## config.mk

```make
export PLATFORM = sky130hd
export DESIGN_NAME = pe_store_unit
export DESIGN_NICKNAME = d
export VERILOG_FILES = /design/src/rtl/pe_store_unit.sv
export SDC_FILE = /design/constraint.sdc
export NUM_CORES = 1
export LEC_CHECK = 0
export CAP_MARGIN = 20
export CORE_MARGIN = 2
export CORE_UTILIZATION = 50
export DETAILED_ROUTE_END_ITERATION = 8
export GPL_TIMING_DRIVEN = 0
export PLACE_DENSITY = 0.85
export SLEW_MARGIN = 5
export SYNTH_ARGS = -nofsm -noshare
export SYNTH_HDL_FRONTEND = slang
export SYNTH_SLANG_ARGS = --single-unit
```

## constraint.sdc

```tcl
create_clock -name CLK -period 9.3 [get_ports CLK]
set_input_delay 0.93 -clock CLK [delete_from_list [all_inputs] [get_ports CLK]]
set_output_delay 0.93 -clock CLK [all_outputs]
set_load 0.05 [all_outputs]
```

## src/rtl/pe_store_unit.sv

```systemverilog
// pe_store_unit: write-back engine for the PE array.
// A start pulse snapshots the four PE result words, the lane mask and the
// base address; the selected words are then written one per cycle to BRAM
// port B at consecutive addresses, and a one-cycle done pulse closes the
// operation.
module pe_store_unit #(
  parameter int DATA_W = 32,
  parameter int ADDR_W = 32,
  parameter int BASE_W = 17,
  parameter int N_PE   = 4
) (
  input  logic              CLK,
  input  logic              RST,
  input  logic              STORE_START,
  input  logic [BASE_W-1:0] BASE_ADDR,
  input  logic [N_PE-1:0]   PE_MASK,
  input  logic [DATA_W-1:0] PE_DOUT_0,
  input  logic [DATA_W-1:0] PE_DOUT_1,
  input  logic [DATA_W-1:0] PE_DOUT_2,
  input  logic [DATA_W-1:0] PE_DOUT_3,
  input  logic              WR_STALL,
  output logic [ADDR_W-1:0] addrb,
  output logic [DATA_W-1:0] dinb,
  output logic              enb,
  output logic [3:0]        web,
  output logic              STORE_BUSY,
  output logic              STORE_DONE,
  output logic [2:0]        STORE_CNT
);

  localparam int SEL_W = $clog2(N_PE);
  localparam logic [N_PE-1:0] ONE = N_PE'(1);

  localparam logic [1:0] S_IDLE  = 2'd0;
  localparam logic [1:0] S_WRITE = 2'd1;
  localparam logic [1:0] S_DONE  = 2'd2;

  logic [1:0]        state;
  logic [DATA_W-1:0] snap [N_PE];
  logic [N_PE-1:0]   pend;
  logic [BASE_W-1:0] base;
  logic [2:0]        offset;
  logic [SEL_W-1:0]  sel;
  logic              last;

  // Pick the lowest pending lane and detect whether it is the final one.
  always_comb begin
    // NOTE: every combinational output gets a default first so no latch is inferred.
    sel  = '0;
    for (int i = N_PE - 1; i >= 0; i--) begin
      if (pend[i]) sel = SEL_W'(i);
    end
    last = (pend & (pend - ONE)) == '0;
  end

  // Control FSM, snapshot registers and registered BRAM port-B outputs.
  always_ff @(posedge CLK) begin
    // NOTE: sequential state uses non-blocking assignments so all registers update together.
    if (RST) begin
      state      <= S_IDLE;
      for (int i = 0; i < N_PE; i++) snap[i] <= '0;
      pend       <= '0;
      base       <= '0;
      offset     <= '0;
      addrb      <= '0;
      dinb       <= '0;
      enb        <= 1'b0;
      web        <= 4'b0000;
      STORE_BUSY <= 1'b0;
      STORE_DONE <= 1'b0;
      STORE_CNT  <= '0;
    end else begin
      case (state)
        S_IDLE: begin
          enb        <= 1'b0;
          web        <= 4'b0000;
          STORE_DONE <= 1'b0;
          // A start arriving while the done pulse is on the outputs is dropped.
          if (STORE_START && !STORE_DONE) begin
            snap[0]    <= PE_DOUT_0;
            snap[1]    <= PE_DOUT_1;
            snap[2]    <= PE_DOUT_2;
            snap[3]    <= PE_DOUT_3;
            pend       <= PE_MASK;
            base       <= BASE_ADDR;
            offset     <= '0;
            STORE_CNT  <= '0;
            STORE_BUSY <= 1'b1;
            state      <= (PE_MASK == '0) ? S_DONE : S_WRITE;
          end else begin
            STORE_BUSY <= 1'b0;
          end
        end

        S_WRITE: begin
          STORE_DONE <= 1'b0;
          if (!WR_STALL) begin
            addrb     <= ADDR_W'(base) + ADDR_W'(offset);
            dinb      <= snap[sel];
            enb       <= 1'b1;
            web       <= 4'b1111;
            pend      <= pend & (pend - ONE);
            offset    <= offset + 3'd1;
            STORE_CNT <= STORE_CNT + 3'd1;
            if (last) state <= S_DONE;
          end else begin
            enb <= 1'b0;
            web <= 4'b0000;
          end
        end

        S_DONE: begin
          enb        <= 1'b0;
          web        <= 4'b0000;
          STORE_DONE <= 1'b1;
          state      <= S_IDLE;
        end

        default: begin
          state <= S_IDLE;
        end
      endcase
    end
  end

endmodule

```

==> out/metrics.yaml <==
cts.sinks: 210
seq_area_frac_synth_pct: 59.9
synthFlopType: "edfxtp_1"
vias: 7184
cts_setup_buffers: 0
ys_async_sr_fraction_pct: 0
die_h_um: 139
final_layout_size_suffix_gt1_share_pct: 6.28
ant_nets: 0
yosys_warnings: 0
die_width_um: 139
arrival_ns: 3.16
dr.first_iter.drc_count: 563
hp-class: "flip-flop to flip-flop"
grt_pass1_vias: 7160
ys_ff_latch: 210
synth_edf_count: 128
cts_tree: "done"
cts_inserted_buffers: 22
root_buffer: "clkbuf_16"
synthCells: 849
final_max_slew_viol_count: 0
area_delta_synth_final_pct: 35.4
layout_commonest_cell: "clkdlybuf4s50_1"
netlist_area_sq_mm: 0.00915
leakage_nw: 4.72
gp_congestion: 0.885
grt_pass1_wl_um: 37200
status: "completed"
hpwl_um: 17300
gr-total-overflow: 0
start_util_pct: 50.9
startpoint_type: "primary input"
synth_area_per_cell_sq_um: 10.8
fin_nets: 1258
end_kind: "flip-flop"
criticalPathCategory: "primary input to flip-flop"
powerDensity_mw_per_mm2: 187
grtUsageTotal_pct: 24.1
rsz0062_at_grt: "no"
port_buffers: 211
io_pins: 227
dieArea_sq_mm: 0.0194
clock.fmax_mhz: 334
cts_resized: 0
antenna_found_initial: 1
total_power_mw: 2.31
antennaDiodeCount: 0
grt_max_degree: 58
wl_per_cell_um: 17.7
n_fill_cell: 1335
rows: 49
max-slew-margin-rel_pct: 50.3
finalCriticalPeriod_ns: 2.99
hold_buffers: 0
viasPerCell: 5.35
clk_pin_slew_worst_paths_ns: 0.06
drv_cap: 0
setup_violations: 0
multi_input_comb_area_sq_mm: 0.00310
whs_ns: 0.452
final_cell_mix: "clkdlybuf4s50_1, and2_1, edfxtp_1"
h-tree-depth: 1
peakVddDrop_v: 0.000133
final_hold_viol_count: 0
core_area_sq_mm: 0.0180
cts_max_path_buffers: 3
finClkSkew_ns: 0.00790
fin_crit_sh_pct: 32.1
drt_wl_total_um: 23800
clk_latency_ns: 0.50
tns_ns: 0
path_max_fanout: 57
regArea_sq_mm: 0.00549
drc: 0
synth_cell_types: 50
tightest_slew_ns: 0.742
crit_required_ns: 9.47
drtPass1Iterations: 6
## synth_stat cells (all sizes together), types with 2 or more instances
library cell  instances  share of area, %
a211oi               11              0.90
a22oi                 4              0.33
nand2b                4              0.27
dfxtp                82                18
a2bb2oi              33               3.2
a21oi                92               5.0
nor2                 25               1.0
edfxtp              128                42
and4                  2              0.19
clkbuf               45               1.8
nand4                 3              0.21
ha                    5              0.68
nor3b                 3              0.30
or4                   3              0.25
inv                  66               2.7
or3                   3              0.21
or2                   2              0.14
buf                  32               2.3
o221ai               32               3.1
a211o                 2              0.19
and3                  4              0.27
xor2                  3              0.29
nor3                  5              0.27
a311oi                3              0.36
and2                129               8.8
o21ai                 6              0.33
xnor2                11               1.1
nor2b                 4              0.27
nand2                82               3.4
nor4                  5              0.41
nor4b                 2              0.33
nand3                 7              0.38
## per-stage QoR
step | setup slack [ns] | instance area (sq um) | utilization (%) | std cells
finish | 6.31 | 12400 | 69.0 | 1343
global route | 6.15 | 12400 | 69.0 | 1343
CTS | 6.31 | 12400 | 69.0 | 1343
detailed placement | 5.80 | 11700 | 64.9 | 1304
global placement | 2.75 | 11600 | 64.6 | 1302
floorplan | 4.54 | 9200 | - | 862
## layer usage
metal | up-vias | track usage [%] | share of wire, %
li1 | 3427 | - | -
met1 | 3378 | 30.3 | 39
met2 | 325 | 42.0 | 51
met3 | 54 | 4.54 | 7.4
met4 | 0 | 7.71 | 2.8
met5 | - | 0 | 0
## report_power, final
part	internal [mW]	switching [mW]	total, mW
clock	0.542	0.341	0.883
sequential	1.07	0.0306	1.10
combinational	0.143	0.191	0.335
total	1.75	0.563	2.31
## sequential cells by signal (all words and copies together) (netlist names), 2 cells and up
| name | flops |
|---|---|
| dinb | 32 |
| state | 2 |
| snap | 128 |
| offset | 3 |
| base | 17 |
| pend | 4 |
| addrb | 18 |
| STORE_CNT | 3 |
## cells by family (layout without fill, tap and decap cells)
family                   count (synthesis)  count (layout)  share of synthesized area (%)
AO/OA/AOI/OAI                          189             189                           13.9
XOR/XNOR                                14              14                           1.34
adder cells (fa/ha/maj)                  6               6                          0.902
buffers and inverters                  143             395                           6.84
flip-flops                             210             210                           59.9
multiplexers                             1               1                          0.109
other                                    1              14                         0.0410
AND/OR/NAND/NOR                        285             285                           16.9
## critical path, stage by stage
cell and delay, ns:
clkdlybuf4s50_1 0.48, nand2b_1 0.08, or3_1 0.35, clkbuf_1 0.29, nand2_4 0.39, buf_16 0.30, buf_16 0.29
## path summary, 6_finish.rpt
check	from	end	slack, ns	cells after the start
hold / removal	dinb[26]	dinb[26]	0.45	2
setup reg to reg	STORE_DONE	snap[3][20]	6.78	6
hold reg to reg	dinb[26]	dinb[26]	0.45	2
setup / recovery	STORE_START	snap[3][20]	6.31	7
## final cells by class
class | instances | area share, %
buffer | 77 | 3.05
clock buffer | 35 | 5.34
clock inverter | 4 | 0.565
inverter | 66 | 2.00
multi-input combinational | 509 | 25.0
sequential | 210 | 44.3
tap | 229 | 2.31
timing repair buffer | 213 | 17.5
No activity file was read; power rests on OpenSTA's default activity.
